## src/rtl/silife_pkg.sv

```systemverilog
// Shared constants and types for SiLife cells.
package silife_pkg;

    localparam int STATE_DEAD  = 0;
    localparam int STATE_ALIVE = 1;
    localparam int NBR_CNT_W   = 4;

    typedef logic [8:0] rule_mask_t;

    localparam rule_mask_t RULE_B3  = 9'h008;
    localparam rule_mask_t RULE_S23 = 9'h00C;

endpackage

```

## src/rtl/silife_nbr_count.sv

```systemverilog
// Popcount of the eight neighbour alive bits.
module silife_nbr_count
    import silife_pkg::*;
(
    input  logic [7:0]           i_nbr,
    output logic [NBR_CNT_W-1:0] o_cnt
);

    logic [NBR_CNT_W-1:0] w_sum;

    always_comb begin
        w_sum = '0;
        for (int i = 0; i < 8; i++) begin
            w_sum = w_sum + NBR_CNT_W'(i_nbr[i]);
        end
    end

    assign o_cnt = w_sum;

endmodule

```

## src/rtl/silife_gen_cell.sv

```systemverilog
// One SiLife grid cell running a programmable B/S/C Generations rule.
module silife_gen_cell
    import silife_pkg::*;
#(
    parameter  int STATES = 2,
    localparam int SW     = (STATES > 2) ? $clog2(STATES) : 1
) (
    input  logic          clk,
    input  logic          reset,
    input  logic          nw,
    input  logic          n,
    input  logic          ne,
    input  logic          e,
    input  logic          se,
    input  logic          s,
    input  logic          sw,
    input  logic          w,
    input  logic          step,
    input  rule_mask_t    birth_mask,
    input  rule_mask_t    survive_mask,
    input  logic          wr_en,
    input  logic [SW-1:0] wr_data,
    output logic          out,
    output logic [SW-1:0] state,
    output logic          changed
);

    localparam logic [SW-1:0] S_DEAD  = SW'(STATE_DEAD);
    localparam logic [SW-1:0] S_ALIVE = SW'(STATE_ALIVE);
    localparam logic [SW-1:0] S_LAST  = SW'(STATES - 1);
    localparam logic [SW-1:0] S_FADE  = SW'((STATES > 2) ? 2 : 0);

    logic [SW-1:0]        r_state;
    logic                 r_changed;
    logic [NBR_CNT_W-1:0] w_cnt;
    logic [SW-1:0]        w_step_next;
    logic [SW-1:0]        w_wr_next;

    silife_nbr_count u_cnt (
        .i_nbr ({nw, n, ne, e, se, s, sw, w}),
        .o_cnt (w_cnt)
    );

    // Dying states advance unconditionally; neighbours only matter at 0 and 1.
    always_comb begin
        w_step_next = r_state;
        if (r_state == S_DEAD) begin
            w_step_next = birth_mask[w_cnt] ? S_ALIVE : S_DEAD;
        end else if (r_state == S_ALIVE) begin
            w_step_next = survive_mask[w_cnt] ? S_ALIVE : S_FADE;
        end else if (r_state == S_LAST) begin
            w_step_next = S_DEAD;
        end else begin
            w_step_next = r_state + SW'(1);
        end
    end

    assign w_wr_next = (32'(wr_data) >= STATES) ? S_DEAD : wr_data;

    always_ff @(posedge clk) begin
        if (reset) begin
            r_state   <= S_DEAD;
            r_changed <= 1'b0;
        end else if (wr_en) begin
            r_state   <= w_wr_next;
            r_changed <= (w_wr_next != r_state);
        end else if (step) begin
            r_state   <= w_step_next;
            r_changed <= (w_step_next != r_state);
        end else begin
            r_changed <= 1'b0;
        end
    end

    assign state   = r_state;
    assign out     = (r_state == S_ALIVE);
    assign changed = r_changed;

endmodule

```

## config.mk

```make
export PLATFORM = sky130hd
export DESIGN_NAME = silife_gen_cell
export DESIGN_NICKNAME = d
export VERILOG_FILES = /design/src/rtl/silife_pkg.sv /design/src/rtl/silife_nbr_count.sv /design/src/rtl/silife_gen_cell.sv
export SDC_FILE = /design/constraint.sdc
export NUM_CORES = 1
export LEC_CHECK = 0
export BUFFER_PORTS_ARGS = -buffer_cell sky130_fd_sc_hd__buf_2
export CAP_MARGIN = 10
export CELL_PAD_IN_SITES_DETAIL_PLACEMENT = 0
export CELL_PAD_IN_SITES_GLOBAL_PLACEMENT = 2
export CORE_UTILIZATION = 23
export CTS_BUF_LIST = sky130_fd_sc_hd__clkbuf_16
export DETAILED_ROUTE_END_ITERATION = 8
export MAX_ROUTING_LAYER = met4
export PLACE_DENSITY = 0.8
export SYNTH_ARGS = -nofsm -noshare
export SYNTH_HDL_FRONTEND = slang
export SYNTH_SLANG_ARGS = --single-unit
```

## constraint.sdc

```tcl
create_clock -name clk -period 6.7 [get_ports clk]
set_clock_uncertainty 0.1 [all_clocks]
set_input_delay 1.34 -clock clk [delete_from_list [all_inputs] [get_ports clk]]
set_output_delay 1.34 -clock clk [all_outputs]
set_load 0.01 [all_outputs]
```

## Yosys cells after proc, flatten, opt, wreduce, memory -nomap -nowiden

Cells that the tools add are included.

| cells by class | value |
|---|---|
| add/subtract/negate cells | 7 |
| $lt $le $gt $ge | 1 |
| eq/ne operators | 2 |
| muxes and demuxes | 11 |
| reductions and logical operators | 1 |

Operators with widths:

| kind | count |
|---|---|
| $add A4 B1 Y4 | 6 |
| $mux W1 | 9 |
| $bmux W1 S4 | 2 |
| $lt A4 B5 Y1 const B | 1 |
| $add A1 B1 Y2 | 1 |
| $ne A1 B1 Y1 | 2 |
| $reduce_bool A2 Y1 | 1 |

| word-level totals | value |
|---|---|
| register bits | 2 |
| bits of input ports | 31 |
| output and inout port bits | 3 |

## Longest topological paths before layout

Gate-level depths: netlist of run 1.

| logic depth | value |
|---|---|
| word-level depth | 14 |
| gate-level depth with buffers | 12 |
| mapped depth without buffers | 12 |

## Cells and area by module

A second synthesis of run 1 with hierarchy kept.

| unflattened totals | value |
|---|---|
| cell total of the unflattened synthesis | 62 |
| area, all modules | 516.7 µm² |

Modules (own cells, without submodules):

| module | times used | cells each | area each (µm²) | sequential area each (µm²) |
|---|---|---|---|---|
| silife_gen_cell | 1 | 38 | 326.6 | 40.0 |
| silife_nbr_count | 1 | 24 | 190.2 | 0.0 |

## Worst setup path after synthesis of run 1

OpenSTA, ideal clock, no wires.

| timing | value |
|---|---|
| kind | input to register |
| start point | input port sw |
| end point | register r_changed (netlist: changed) |
| setup time | 0.139 ns |
| arrival time | 4.356 ns |
| data required time | 6.461 ns |
| slack | 2.105 ns |
| stages | 12 |
| path buffers | 0 |
| cells stage by stage | ha_1 -> inv_1 -> fa_1 -> fa_1 -> fa_1 -> inv_1 -> fa_1 -> mux4_1 -> mux2i_1 -> nor3_2 -> a211oi_2 -> a311oi_2 |

| on the way | value |
|---|---|
| cells in the longest elaborated chain, start to end | 14 |
| elaborated cells between the ends (all ways) | 17 |

RTL lines:

| item | line | source |
|---|---|---|
| start, declared | silife_gen_cell.sv:16 | `input logic sw,` |
| $add A1 B1 Y2 * | silife_nbr_count.sv:14 | `w_sum = w_sum + NBR_CNT_W'(i_nbr[i]);` |
| $add A4 B1 Y4 * (6 in series) | silife_nbr_count.sv:14 |  |
| $bmux W1 S4 (on tied branches) | silife_gen_cell.sv:48, silife_gen_cell.sv:50 |  |
| $mux W1 (on tied branches) (2 in series) | silife_gen_cell.sv:48, silife_gen_cell.sv:50 |  |
| $mux W1 * | silife_gen_cell.sv:47 | `if (r_state == S_DEAD) begin` |
| $ne A1 B1 Y1 * | silife_gen_cell.sv:69 | `r_changed <= (w_step_next != r_state);` |
| $mux W1 * | silife_gen_cell.sv:67 | `end else if (step) begin` |
| $mux W1 * | silife_gen_cell.sv:64 | `end else if (wr_en) begin` |
| end signal, assigned | silife_gen_cell.sv:66 | `r_changed <= (w_wr_next != r_state);` |
| end signal, assigned | silife_gen_cell.sv:69 |  |
| end, declared | silife_gen_cell.sv:34 | `logic r_changed;` |

Every way passes the cells marked *; elsewhere a longest branch is shown, timed or not. The select of a mux whose other input is x is not followed.
A chain may end at the register's enable or synchronous reset.

## Final worst setup path of run 1

| timing | value |
|---|---|
| start point | input port sw |
| end point | register r_state (netlist: out) |

| on the way | value |
|---|---|
| cells in the longest elaborated chain, start to end | 13 |
| elaborated cells between the ends (all ways) | 16 |

RTL lines:

| item | line | source |
|---|---|---|
| $add A1 B1 Y2 * | silife_nbr_count.sv:14 |  |
| $add A4 B1 Y4 * (6 in series) | silife_nbr_count.sv:14 |  |
| $bmux W1 S4 (on tied branches) | silife_gen_cell.sv:48, silife_gen_cell.sv:50 |  |
| $mux W1 (on tied branches) (2 in series) | silife_gen_cell.sv:48, silife_gen_cell.sv:50 |  |
| $mux W1 * | silife_gen_cell.sv:47 |  |
| $mux W1 * | silife_gen_cell.sv:67 |  |
| $mux W1 * | silife_gen_cell.sv:64 |  |
| end signal, assigned | silife_gen_cell.sv:65 | `r_state <= w_wr_next;` |
| end signal, assigned | silife_gen_cell.sv:68 | `r_state <= w_step_next;` |
| end, declared | silife_gen_cell.sv:33 | `logic [SW-1:0] r_state;` |

Marks and branches as above.

==> flow_summary.yaml, run 1 <==
global_routing:
  grt_busiest_layer: "met2"
  grt_pass1_vias: 445
  track_usage: 0.1123
  antenna_found_initial: 0
  grtUsageMet3: 0.01132
  grt_use_met2: 0.1703
  grt_pass1_wl_um: 1683
  grt_start_max_net_pins: 6
  grt.met1_usage: 0.1366
  grt_overflow: 0
logic_synthesis:
  syn_avg_cell_area_um2: 10.73
  yosys_warnings: 0
  syn-instance-count: 45
  seq_area_frac_synth: 0.08290
  synth_nets: 83
  synth_cell_types: 21
  netlist_area_um2: 483.0
  synth-seq-cells: 2
power_and_ir_drop:
  vdd_drop_max_v: 0.0001419
  power_density_nw_per_um2: 259.8
  p_leak_uw: 0.0003985
  power_uw: 194.7
critical_path:
  reg2reg_setup_slack_ns: 5.48
  rr_startpoint: "out"
  crit_start: "sw"
  r2r-end: "changed"
  path_max_fanout: 5
  reg2reg_depth: 4
  arrival_ns: 4.61
  crit_path_start_kind: "input pin"
  end_kind: "register"
  criticalPathCategory: "in -> reg"
  crit_required_ns: 6.70
min_path:
  hp-start: "out"
  hold_path_depth: 1
  holdPathEnd: "changed"
  hp-class: "reg -> reg"
detailed_routing:
  drtAntennaViolNets: 0
  totalWireLength_um: 968
  post-route-drc-count: 0
  drt_iter0_markers: 3
  dr_total_vias: 456
  first_pass_iters: 2
  drt-vias-per-instance: 4.262
  wire_per_inst_um: 9.047
place:
  port_buffers: 33
  preCtsSetupSlack_ns: 1.858
  dp_cells: 104
  gp_congestion: 0.6838
  dp_hpwl_um: 826.5
clock_tree:
  cts_root_buffer: "clkbuf_16"
  post_cts_buffers: 0
  insertion_delay_ns: 0.22
  cts_tree: "yes"
  cts_buffers: 3
  cts_resized: 0
  cts_max_level: 1
  clockBufferDepth: 2
  cts.clk_slew.worst_paths_ns: 0.03
  ctsHoldBuffers: 0
  cts_sinks: 2
layout:
  final_nets: 120
  diodes: 0
  syn_to_final_growth_pct: 55.18
  fin_cells: 107
  drive_gt1_frac: 0.5125
  fillCellCount: 228
  final_common_cell: "buf_2"
  final_cell_mix: "buf_2, inv_1, mux4_1, fa_1"
timing:
  clock.fmax_ghz: 0.2169
  setup_viol: 0
  tightest_slew_ns: 0.2341
  hold_ws_ns: 0.4744
  slew_headroom: 0.8395
  setup_ws_ns: 2.090
  fin_crit_sh: 0.6881
  tns_ns: 0
  slew_viol_final: 0
  rsz0062_at_grt: "false"
  hold_violations: 0
  period_needed_ns: 4.610
die:
  ios: 34
  die_y_um: 47.83
  num_rows: 16
  die_x_um: 47.83
  core_um2: 1962
  dieArea_um2: 2287
  initial_core_util: 0.2462
flow_run:
  maxCapViolCount: 0
outcome:
  outcome: "complete, no violations"
-- state kept, by name, summed over array words and instances, names as in the netlist --
register  flops
changed       1
out           1
-- final cells by class --
type                    count  area [um2]  share of cell area
clock buffers               3       75.07              0.1002
inverters                  11       41.29             0.05509
multi-input cells          31       394.1              0.5259
flip-flops and latches      2       40.04             0.05342
well taps                  27       33.78             0.04508
repair buffers             33       165.2              0.2204
-- cells by family after synthesis --
family / synth area share
AO/OA/AOI/OAI: 0.1347
buffers and inverters: 0.1010
adder cells (fa/ha/maj): 0.2435
AND/OR/NAND/NOR: 0.1062
flip-flops: 0.08290
multiplexers: 0.2798
XOR/XNOR: 0.05183
-- worst max-delay path by stage --
stage                     endpoint  cells past startpoint
after floorplan            changed                     12
after global placement     changed                     13
after detailed placement   changed                     13
after CTS                      out                     13
after global routing       changed                     13
final                          out                     13
-- synth_stat cells --
master	count	area (um2)
a21oi_1	3	15.01
nand2_1	1	3.750
a211oi_2	1	12.51
buf_4	1	7.510
mux2i_1	3	30.03
and3b_2	1	10.01
fa_1	4	80.08
inv_1	11	41.29
dfxtp_1	2	40.04
o22ai_1	1	6.260
nor3_2	1	10.01
ha_1	3	37.54
o2111ai_1	1	8.760
nor3_1	1	5.000
or2b_1	2	15.01
xor2_1	1	8.760
and2b_1	1	7.510
a311oi_2	1	15.01
xor2_2	1	16.27
o21a_1	1	7.510
mux4_1	4	105.1
-- worst max-delay path, cell delays in order --
cell and delay [ns]:
buf_2 0.10, ha_1 0.27, inv_1 0.07, fa_1 0.42, fa_1 0.51, fa_1 0.18
inv_1 0.05, fa_1 0.58, mux4_1 0.57, mux2i_1 0.19, nor3_2 0.08, o22ai_1 0.16
a21oi_1 0.09
-- stage by stage --
stage,cell area (um2),util
2_1_floorplan,483.0,-
3_3_place_gp,674.4,0.3438
3_5_place_dp,674.4,0.3438
4_1_cts,749.5,0.3820
5_1_grt,749.5,0.3820
6_report,749.5,0.3820
-- metal layers --
metal / wire length (um) / vias up
met1: 430 / 202
met5: 0 / -
met2: 457 / 23
li1: - / 231
met4: 0 / 0
met3: 81 / 0
-- report_power, final --
part | total, uW | internal [uW] | switching, uW
sequential | 15.5 | 14.0 | 1.51
clock | 88.6 | 75.8 | 12.8
combinational | 90.6 | 51.1 | 39.5
total | 195 | 141 | 53.7
Note: power is estimated with default switching activity, not from simulation.
==> inputs of run 2 (changes only) <==
--- a/config.mk
+++ b/config.mk
@@ -9,11 +9,11 @@
 export CAP_MARGIN = 10
 export CELL_PAD_IN_SITES_DETAIL_PLACEMENT = 0
 export CELL_PAD_IN_SITES_GLOBAL_PLACEMENT = 2
-export CORE_UTILIZATION = 23
+export CORE_UTILIZATION = 21
 export CTS_BUF_LIST = sky130_fd_sc_hd__clkbuf_16
 export DETAILED_ROUTE_END_ITERATION = 8
 export MAX_ROUTING_LAYER = met4
-export PLACE_DENSITY = 0.8
+export PLACE_DENSITY = 0.74
 export SYNTH_ARGS = -nofsm -noshare
 export SYNTH_HDL_FRONTEND = slang
 export SYNTH_SLANG_ARGS = --single-unit
==> constraint.sdc (replaced) <==
create_clock -name clk -period 4.6 [get_ports clk]
set_clock_uncertainty 0.1 [all_clocks]
set_input_delay 0.92 -clock clk [delete_from_list [all_inputs] [get_ports clk]]
set_output_delay 0.92 -clock clk [all_outputs]
set_load 0.01 [all_outputs]
==> run 2 against run 1 <==
Against the previous run: via count increased by 1.5%; final area unchanged; worst hold slack improved by 0.0097 ns; clock power increased by 48%; wire length increased by 5.1%; critical path type unchanged; critical path depth unchanged; non-clock buffer count unchanged; combinational power increased by 47%; first-iteration DRC count increased to 3.3 times the previous value; clock-buffer cell count unchanged; utilization decreased by 1.9 points; sequential power increased by 46%.
==> flow_summary.yaml, run 2 (same netlist as run 1, synthesis figures left out) <==
timing:
  slew_headroom: 0.8388
  hold_violations: 0
  fin_crit_sh: 0.9129
  period_needed_ns: 4.199
  tightest_slew_ns: 0.2350
  tns_ns: 0
  slew_viol_final: 0
  setup_ws_ns: 0.4006
  clock.fmax_ghz: 0.2381
  rsz0062_at_grt: "false"
  setup_viol: 0
critical_path:
  crit_path_cell_trace: "buf_2, ha_1, inv_1, fa_1, fa_1, fa_1, inv_1, fa_1, mux4_1, mux2i_1, nor3_2, o22ai_1, a21oi_1"
  critPathMaxStageDelay_ns: 0.58
  criticalPathCategory: "in -> reg"
  slowest_stage: "mux4_1"
  path_max_fanout: 5
  arrival_ns: 4.20
  reg2reg_setup_slack_ns: 3.39
  end_kind: "register"
  crit_required_ns: 4.61
  crit_path_start_kind: "input pin"
  cp_common_cell: "fa_1"
clock_tree:
  ctsHoldBuffers: 0
  insertion_delay_ns: 0.22
  cts.clk_slew.worst_paths_ns: 0.03
  cts_root_buffer: "clkbuf_16"
  cts_resized: 0
  cts_max_level: 1
  cts_sinks: 2
  cts_buffers: 3
  clockBufferDepth: 2
  cts_tree: "yes"
  post_cts_buffers: 0
global_routing:
  grt_pass1_wl_um: 1856
  grt_overflow: 0
  grt_start_max_net_pins: 6
  antenna_found_initial: 0
  grt_pass1_vias: 468
  track_usage: 0.1017
detailed_routing:
  drt-vias-per-instance: 4.327
  wire_per_inst_um: 9.505
  totalWireLength_um: 1017
  first_pass_iters: 4
  dr_total_vias: 463
  drtAntennaViolNets: 0
  drt_iter0_markers: 10
  post-route-drc-count: 0
min_path:
  hp-class: "reg -> reg"
layout:
  syn_to_final_growth_pct: 55.18
  post-route-util: 0.3635
  final_cell_mix: "buf_2, inv_1, mux4_1, fa_1"
  final_nets: 120
  drive_gt1_frac: 0.5125
  fin_cells: 107
  diodes: 0
  final_common_cell: "buf_2"
die:
  ios: 34
  die_x_um: 49.96
  num_rows: 16
  core_um2: 2062
  die_y_um: 49.96
  initial_core_util: 0.2342
  dieArea_um2: 2496
flow_run:
  maxCapViolCount: 0
place:
  gp_congestion: 0.6960
  dp_cells: 104
  port_buffers: 33
  preCtsSetupSlack_ns: 0.1694
  dp_hpwl_um: 880.8
power_and_ir_drop:
  p_leak_uw: 0.0003985
  vdd_drop_max_v: 0.0002224
  power_density_nw_per_um2: 382.5
outcome:
  outcome: "complete, no violations"
==> run 2: cell counts in the layout (fill, tap and decap cells not counted) <==
No cell type changed its count.
==> run 2: cell type report <==
| type | count | area, um2 |
|---|---|---|
| tap | 27 | 33.78 |
| inverter | 11 | 41.29 |
| clock buffer | 3 | 75.07 |
| fill | 214 | 1313 |
| multi-input combinational | 31 | 394.1 |
| sequential | 2 | 40.04 |
| timing repair buffer | 33 | 165.2 |
==> run 2: layer usage <==
layer | vias up | GRT usage | wire, um
li1 | 231 | - | -
met2 | 28 | 0.1464 | 437
met3 | 2 | 0.02778 | 96
met1 | 202 | 0.1266 | 462
met5 | - | - | 0
met4 | 0 | 0.05714 | 21
==> run 2: worst max-delay path: cells and delay by family <==
family | cells | cell delay [ns]
fa+ha+maj | 5 | 1.95
mux | 2 | 0.77
compound gates | 2 | 0.26
buf+inv | 3 | 0.22
simple gates | 1 | 0.08
==> run 2: per-stage QoR <==
| stage | hold WS, ns | total power, uW | cell area (um2) |
|---|---|---|---|
| finish | 0.4841 | 286.6 | 749.5 |
| global route | 0.5065 | 309.0 | 749.5 |
| CTS | 0.4875 | 292.3 | 749.5 |
| detailed placement | 0.4734 | 157.8 | 674.4 |
| global placement | 0.4609 | 157.4 | 674.4 |
| floorplan | 0.4938 | 126.9 | 483.0 |
==> run 2: power by group <==
group / leakage [uW] / total (uW) / switching [uW] / internal, uW
logic: 0.000345 / 133 / 57.9 / 74.6
registers: 0.0000166 / 22.6 / 2.26 / 20.3
clock network: 0.0000370 / 131 / 20.8 / 111
==> run 2: worst paths after layout <==
| check | from | end | cells past startpoint |
|---|---|---|---|
| worst max-delay path | sw | out | 13 |
| worst min-delay path | out | changed | 1 |
| worst max register to register | out | changed | 4 |
| worst min register to register | out | changed | 1 |
==> inputs of run 3 (changes only) <==
==> constraint.sdc (replaced) <==
create_clock -name clk -period 4.6 [get_ports clk]
set_clock_uncertainty 0.1 [all_clocks]
set_input_delay 0.46 -clock clk [delete_from_list [all_inputs] [get_ports clk]]
set_output_delay 0.46 -clock clk [all_outputs]
set_load 0.01 [all_outputs]
==> run 3 against run 2 <==
Against the previous run: utilization did not move; clock-buffer cell count unchanged; flip-flop and latch count is the same; via count increased by 0.22%; clock power is essentially flat; critical endpoint unchanged; largest cell class unchanged; largest power group unchanged.
==> flow_summary.yaml, run 3 (same netlist as run 1, synthesis figures left out) <==
outcome:
  outcome: "complete, no violations"
clock_tree:
  post_cts_buffers: 0
  cts.clk_slew.worst_paths_ns: 0.03
  cts_sinks: 2
  cts_buffers: 3
  cts_tree: "yes"
  clockBufferDepth: 2
  ctsHoldBuffers: 0
  cts_resized: 0
  cts_root_buffer: "clkbuf_16"
  cts_max_level: 1
  insertion_delay_ns: 0.22
timing:
  fin_crit_sh: 0.8253
  tns_ns: 0
  clock.fmax_ghz: 0.2634
  slew_viol_final: 0
  hold_violations: 0
  slew_headroom: 0.8442
  period_needed_ns: 3.796
  tightest_slew_ns: 0.2271
  setup_viol: 0
  hold_ws_ns: 0.3174
  rsz0062_at_grt: "false"
layout:
  seq_area_um2: 40.04
  final_common_cell: "buf_2"
  drive_gt1_frac: 0.5125
  diodes: 0
  post-route-util: 0.3635
  multi_input_area_um2: 394.1
  final_nets: 120
  final_cell_mix: "buf_2, inv_1, mux4_1, fa_1"
  fillCellCount: 220
  fin_cells: 107
  syn_to_final_growth_pct: 55.18
die:
  die_x_um: 49.96
  die_y_um: 49.96
  ios: 34
  initial_core_util: 0.2342
  dieArea_um2: 2496
  core_um2: 2062
  num_rows: 16
critical_path:
  crit_path_start_kind: "input pin"
  arrival_ns: 3.80
  end_kind: "register"
  crit_required_ns: 4.61
  criticalPathCategory: "in -> reg"
  path_max_fanout: 5
detailed_routing:
  totalWireLength_um: 1129
  wire_per_inst_um: 10.55
  drtAntennaViolNets: 0
  dr_total_vias: 464
  post-route-drc-count: 0
  drt-vias-per-instance: 4.336
  first_pass_iters: 2
  drt_iter0_markers: 1
place:
  port_buffers: 33
  dp_hpwl_um: 981
  dp_cells: 104
  gp_congestion: 0.6639
flow_run:
  maxCapViolCount: 0
global_routing:
  grt_pass1_wl_um: 1959
  grt_overflow: 0
  track_usage: 0.1102
  grt_pass1_vias: 478
  antenna_found_initial: 0
  grt_start_max_net_pins: 6
power_and_ir_drop:
  vdd_drop_max_v: 0.0001985
  p_leak_uw: 0.0003985
  power_density_nw_per_um2: 386.2
  power_uw: 289.5
min_path:
  hp-class: "in -> reg"
==> run 3: cell counts in the layout (fill, tap and decap cells not counted) <==
Identical to the previous run, type by type.
==> run 3: area by class of cell <==
class                   instances  share of cell area
flip-flops and latches          2             0.05342
clock buffers                   3              0.1002
multi-input cells              31              0.5259
repair buffers                 33              0.2204
inverters                      11             0.05509
well taps                      27             0.04508
==> run 3: metrics by stage <==
stage	setup slack [ns]	instance area [um2]
after floorplan	0.8846	483.0
after global placement	0.6487	674.4
after detailed placement	0.5245	674.4
after CTS	0.7524	749.5
after global routing	0.5997	749.5
final	0.8038	749.5
==> run 3: layer usage <==
layer / wire length [um] / part of all wire / track usage
met1: 467 / 0.41 / 0.1117
met2: 537 / 0.48 / 0.1869
met3: 103 / 0.091 / 0.03704
met4: 21 / 0.019 / 0.05714
met5: 0 / 0 / -
==> run 3: worst max-delay path, cell delays in order <==
cell and delay [ns]:
buf_2 0.10, ha_1 0.28, inv_1 0.07, fa_1 0.44, fa_1 0.53, fa_1 0.18
inv_1 0.05, fa_1 0.59, mux4_1 0.58, mux2i_1 0.19, nor3_2 0.08, o22ai_1 0.18
a21oi_1 0.08
==> run 3: report_power, final <==
group          switching (uW)  total (uW)  leakage (uW)  internal [uW]
clock network            20.6         131     0.0000370            111
registers                2.22        22.6     0.0000166           20.3
logic                    60.1         136      0.000345           75.5
==> run 3: final timing paths <==
| check | start | to | slack, ns | cells after the start |
|---|---|---|---|---|
| setup / recovery | sw | out | 0.80 | 13 |
| hold / removal | reset | changed | 0.32 | 2 |
| setup reg to reg | out | changed | 3.39 | 4 |
| hold reg to reg | out | changed | 0.48 | 1 |
